$ cat config.mk
export PLATFORM = sky130hd
export DESIGN_NAME = rr_sel_arbiter4
export DESIGN_NICKNAME = d
export VERILOG_FILES = /design/src/rtl/rr_sel_arbiter4.sv
export SDC_FILE = /design/constraint.sdc
export NUM_CORES = 1
export LEC_CHECK = 0
export CORE_MARGIN = 3
export CORE_UTILIZATION = 54
export CTS_BUF_LIST = sky130_fd_sc_hd__clkbuf_8
export DETAILED_ROUTE_END_ITERATION = 12
export PLACE_DENSITY = 0.8
export SKIP_CTS_REPAIR_TIMING = 1
export SLEW_MARGIN = 15
export SYNTH_ARGS = -nofsm -noshare
export SYNTH_HDL_FRONTEND = slang
export SYNTH_SLANG_ARGS = --single-unit
$ cat constraint.sdc
create_clock -name clk -period 1.68 [get_ports clk]
set_input_delay 0.252 -clock clk [delete_from_list [all_inputs] [get_ports clk]]
set_output_delay 0.252 -clock clk [all_outputs]
set_load 0.05 [all_outputs]
$ cat src/rtl/rr_sel_arbiter4.sv
// Round-robin 4-way arbiter driving the select of a 4:1 datapath mux.
// Bounded burst per grant; registered sel/gnt/out_valid with valid/ready.
module rr_sel_arbiter4 #(
  parameter int MAX_BURST = 2
) (
  input  logic       clk,
  input  logic       reset,
  input  logic [3:0] req,
  input  logic       out_ready,
  output logic [1:0] sel,
  output logic [3:0] gnt,
  output logic       out_valid
);

  localparam int BW = $clog2(MAX_BURST + 1);
  localparam logic [BW-1:0] MAXB = BW'(MAX_BURST);

  typedef enum logic {
    IDLE,
    GRANT
  } state_t;

  state_t        state;
  logic [1:0]    ptr;
  logic [BW-1:0] burst_cnt;
  logic [2:0]    pk_idle;
  logic [2:0]    pk_rot;
  logic          hold;

  // {found, index}: first requester at or after p, wrapping mod 4
  function automatic logic [2:0] pick(
    input logic [3:0] r,
    input logic [1:0] p
  );
    logic [1:0] idx;
    pick = 3'b000;
    for (int i = 3; i >= 0; i--) begin
      idx = p + 2'(i);
      if (r[idx]) pick = {1'b1, idx};
    end
  endfunction

  assign pk_idle = pick(req, ptr);
  assign pk_rot  = pick(req, sel + 2'd1);
  assign hold    = req[sel] && (burst_cnt < MAXB);

  always_ff @(posedge clk) begin
    if (reset) begin
      state     <= IDLE;
      sel       <= 2'b00;
      gnt       <= 4'b0000;
      out_valid <= 1'b0;
      ptr       <= 2'b00;
      burst_cnt <= '0;
    end else begin
      unique case (state)
        IDLE: begin
          if (pk_idle[2]) begin
            state     <= GRANT;
            sel       <= pk_idle[1:0];
            gnt       <= 4'b0001 << pk_idle[1:0];
            out_valid <= 1'b1;
            burst_cnt <= BW'(1);
          end
        end
        GRANT: begin
          if (out_ready) begin
            if (hold) begin
              burst_cnt <= burst_cnt + BW'(1);
            end else begin
              ptr <= sel + 2'd1;
              if (pk_rot[2]) begin
                sel       <= pk_rot[1:0];
                gnt       <= 4'b0001 << pk_rot[1:0];
                burst_cnt <= BW'(1);
              end else begin
                state     <= IDLE;
                gnt       <= 4'b0000;
                out_valid <= 1'b0;
                burst_cnt <= '0;
              end
            end
          end
        end
        default: state <= IDLE;
      endcase
    end
  end

endmodule

# After elaboration in Yosys (flattened, before gate mapping)
# Index checks and enable logic that the tools add are counted.
[classes]
n_addsub = 8
n_eq_ne = 5
magnitude_cmp = 10
n_mul = 0
n_reduce_logical = 6
shifts = 2
n_mux = 51
bitwise = 2
div_mod_pow = 0
[op_table]
columns = ["operator", "count"]
rows = [
  ["$lt 2x3->1 const B", 9],
  ["$mux 3", 8],
  ["$bmux 1 s2", 9],
  ["$mux 1", 18],
  ["$mux 4", 4],
  ["$mux 2", 7],
  ["$add 2x1->2 const B", 4],
  ["$add 2x2->2 const B", 4],
  ["$ne 2x2->1 const B", 4],
  ["$pmux 2 s2", 2],
  ["$pmux 4 s2", 1],
  ["$reduce_and 4->1", 2],
  ["$shl 1x2->4 const A", 2],
  ["$reduce_and 3->1", 2],
  ["$pmux 1 s2", 2],
  ["$lt 2x2->1 const B", 1],
  ["$ne 2x1->1 const B", 1],
  ["$not 1->1", 2],
  ["$reduce_and 2->1", 1],
  ["$logic_and 1x1->1", 1],
]
[totals]
regBits = 12
wordCells = 90
out_inout_bits = 7
mem_count = 0
input_bits = 7
latchBits = 0
rom_bits = 0
ramBits = 0

# Logic depth before layout (Yosys ltp)
[logic_depth]
word_depth = 13
ltp_mapped = 6
depth_no_buf = 5

# Worst setup path after synthesis
# Ideal clock, no wire load.
[synth_path]
path_kind = "reg2reg"
start = "register sel[0]"
end = "register sel[1]"
path_slack_ns = -0.119
n_path_buf = 1
arrival_ns = 1.714
setup_ns = 0.086
stages_incl_launch_ff = 7
path_cell_list = "dfxtp_1 buf_6 mux2i_2 o221ai_4 a21oi_2 nor2_1 a211oi_1"
[synth_via]
elab_chain_len = 12
[synth_lines]
columns = ["element", "line", "text"]
rows = [
  ["start, declared", "10", "output logic [1:0] sel,"],
  ["start signal, assigned", "60", "sel <= pk_idle[1:0];"],
  ["start signal, assigned", "73", "sel <= pk_rot[1:0];"],
  ["$add 2x1->2", "44", "assign pk_rot = pick(req, sel + 2'd1);"],
  ["$add 2x2->2", "38", "idx = p + 2'(i);"],
  ["$bmux 1 s2", "39", "if (r[idx]) pick = {1'b1, idx};"],
  ["$mux 1 (not written as such)", "39", ""],
  ["$mux 3 (4 in a row)", "39", ""],
  ["$mux 2", "72", "if (pk_rot[2]) begin"],
  ["$mux 2", "68", "if (hold) begin"],
  ["$mux 2", "67", "if (out_ready) begin"],
  ["$pmux 2 s2", "56", "unique case (state)"],
]
# Several ways; a longest one is shown, not always the timed one. The select of a mux whose other input is x is not followed.
# A chain may end at the register's enable or synchronous reset.

# Worst setup path after layout
[layout_path]
start = "register sel[0]"
end = "register gnt[0]"
[layout_via]
elab_chain_len = 13
[layout_lines]
columns = ["element", "line", "text"]
rows = [
  ["$add 2x1->2", "44", ""],
  ["$add 2x2->2", "38", ""],
  ["$bmux 1 s2", "39", ""],
  ["$mux 1 (not written as such)", "39", ""],
  ["$mux 3 (4 in a row)", "39", ""],
  ["$shl 1x2->4", "74", "gnt <= 4'b0001 << pk_rot[1:0];"],
  ["$mux 4", "72", ""],
  ["$mux 4", "68", ""],
  ["$mux 4", "67", ""],
  ["$pmux 4 s2", "56", ""],
  ["end signal, assigned", "61", "gnt <= 4'b0001 << pk_idle[1:0];"],
  ["end signal, assigned", "74", ""],
  ["end, declared", "11", "output logic [3:0] gnt,"],
]
# Several ways; a longest one is shown, not always the timed one. The select of a mux whose other input is x is not followed.

==> qor.csv <==
metric,value,unit
max_freq,0.6600,GHz
gp_congestion,0.8020,
grt_util_all_layers,0.2270,
clock_skew,0.001154,ns
cts_tree,built,
grt-ovfl-total,0,
place.detailed.hpwl,1606,um
outcome,"finished, final reports clean",
ir_drop,0.0005639,V
leakagePower,0.4747,nW
avgSynthCellArea,8.511,um2
die_area,2016,um2
worst_slew_pin_slew,0.4160,ns
setup_tns,0,ns
slew_viol_final,0,
p_per_area,848.7,nW/um2
cpPeakStageDelay,0.37,ns
cp_slowest_cell,dfxtp_2,
placed_cell_area,1032,um2
hold_path.class,reg -> reg,
path_cells,nand2b_1 > o22ai_1 > a21o_1 > nor4b_1 > o221a_1,
cts.sinks,12,
synthCells,96,
arrival,1.70,ns
synth_seq_area_share,0.2940,
fin_area,1105,um2
firstDrtPassIters,4,
drc,0,
grt_pass1_vias,789,
ys_types,44,
setup_viol,0,
coreArea,1366,um2
finalCritPeriodShare,0.9019,
die_w,44.90,um
end_kind,flip-flop,
layout_common_cells,"24 x buf_4, 13 x nor2_1, 10 x dfxtp_1",
max_slew_margin,0.7222,
final_nets,132,
crit_fanout,7,
max_cap_viol_count,0,
start_util,0.5980,
min_period,1.515,ns
post-route-util,0.8086,
antenna_found_initial,0,
worstSetupPathType,reg -> reg,
netlist_area,817.0,um2
cts_buffer_depth,2,
final_common_cell,buf_4,
cp_top_family,compound AO/OA/AOI/OAI gates,
fillers,95,
n_antenna_cell,0,
h-tree-depth,1,
placementRows,13,
post_drt_wl_per_cell,14.90,um
syn_to_final_growth,35.22,%
vias,818,
required,1.87,ns
postRouteAntennaNets,0,
numCtsBuffers,3,
final-hold-violation-count,0,
grt_start_max_net_pins,11,
drt_iter0_markers,8,
worst-path-buf-inv,0,
root_buffer,clkbuf_8,
critPathLaunchType,flip-flop,
grt_pass1_wl,3381,um
vias_per_cell,5.928,
rsz0062_at_grt,false,
pin_count,14,
syn-num-nets,103,
drive_gt1_frac,0.3415,
clkTransAtPathRegs,0.05,ns
clkLatencyLatePin,0.24,ns
wl,2056,um
synth-seq-cells,12,
die_y,44.90,um
hold_ws,0.4893,ns
portBuffers,13,
ys_warn_count,0,
-- routing by layer --
metal / part of all wire / vias to the layer above / GRT usage
met5: 0 / - / 0
met4: 0.0049 / 0 / 0.03509
met3: 0.038 / 2 / 0.05976
met2: 0.51 / 17 / 0.4040
met1: 0.45 / 392 / 0.2780
li1: - / 407 / -
-- state kept, by name (all words and copies together) (netlist names) --
name       flops
state          1
sel            2
out_valid      1
gnt            4
burst_cnt      2
ptr            2
-- cell type report --
class                      instances  area (um2)  area share
clock buffer                       3       41.29     0.03737
inverter                           5       18.77     0.01699
multi-input combinational         73       533.0      0.4824
sequential                        12       242.7      0.2197
tap                               15       18.77     0.01699
timing repair buffer              30       250.2      0.2265
-- tightest hold or removal path, stage by stage (launching register included) --
cell and delay [ns]:
dfxtp_1 0.30, o21ai_0 0.07, a21oi_1 0.07
-- through the flow --
stage                     setup slack (ns)  cells  total power [mW]
after floorplan                    0.04954     96            0.5659
final                               0.1649    138            0.9376
after detailed placement           -0.3503    135            0.6723
after global routing               0.08053    138            0.9751
after CTS                          -0.1089    138            0.9270
after global placement             -0.2984    135            0.6640
-- kinds of logic (layout without fill, tap and decap cells) --
| kind of cell | Yosys count | after routing | synth area share |
|---|---|---|---|
| xor gates and xnor gates | 1 | 1 | 0.01072 |
| and+or+nand+nor | 35 | 35 | 0.2404 |
| AOI/OAI and AO/OA | 34 | 34 | 0.3293 |
| muxes | 3 | 3 | 0.04595 |
| DFF | 12 | 12 | 0.2940 |
| buffers and inverters | 11 | 38 | 0.07961 |
-- worst paths after layout --
kind | to | from | slack, ns | cells past startpoint
max | gnt[0] | sel[0] | 0.16 | 5
min | out_valid | out_valid | 0.49 | 2
max reg2reg | gnt[0] | sel[0] | 0.16 | 5
min reg2reg | out_valid | out_valid | 0.49 | 2
-- synth_stat cells (all sizes together) --
master / count / share of area
xnor2: 1 / 0.011
nor4b: 1 / 0.011
clkbuf: 1 / 0.0046
nand2: 5 / 0.035
o22ai: 2 / 0.015
mux2i: 3 / 0.046
a311oi: 2 / 0.029
dfxtp: 12 / 0.29
or4: 1 / 0.014
o32ai: 1 / 0.011
a211oi: 4 / 0.043
o221ai: 1 / 0.032
and3: 1 / 0.0077
a22oi: 1 / 0.0092
a21oi: 9 / 0.060
a32oi: 1 / 0.011
nor2b: 2 / 0.015
nor2: 13 / 0.060
o21ai: 5 / 0.035
nand2b: 7 / 0.054
and2: 1 / 0.0077
nand3: 1 / 0.0061
o221a: 1 / 0.014
or2: 1 / 0.0077
nor4: 2 / 0.023
o31ai: 2 / 0.018
clkinv: 1 / 0.0046
inv: 4 / 0.018
o2bb2a: 1 / 0.012
o311ai: 1 / 0.011
o2111ai: 1 / 0.011
a21o: 2 / 0.018
buf: 5 / 0.052
-- power breakdown --
group | internal, mW | switching, mW
combinational | 0.143 | 0.190
clock | 0.158 | 0.104
sequential | 0.313 | 0.0301
(Power assumes the default switching activity.)
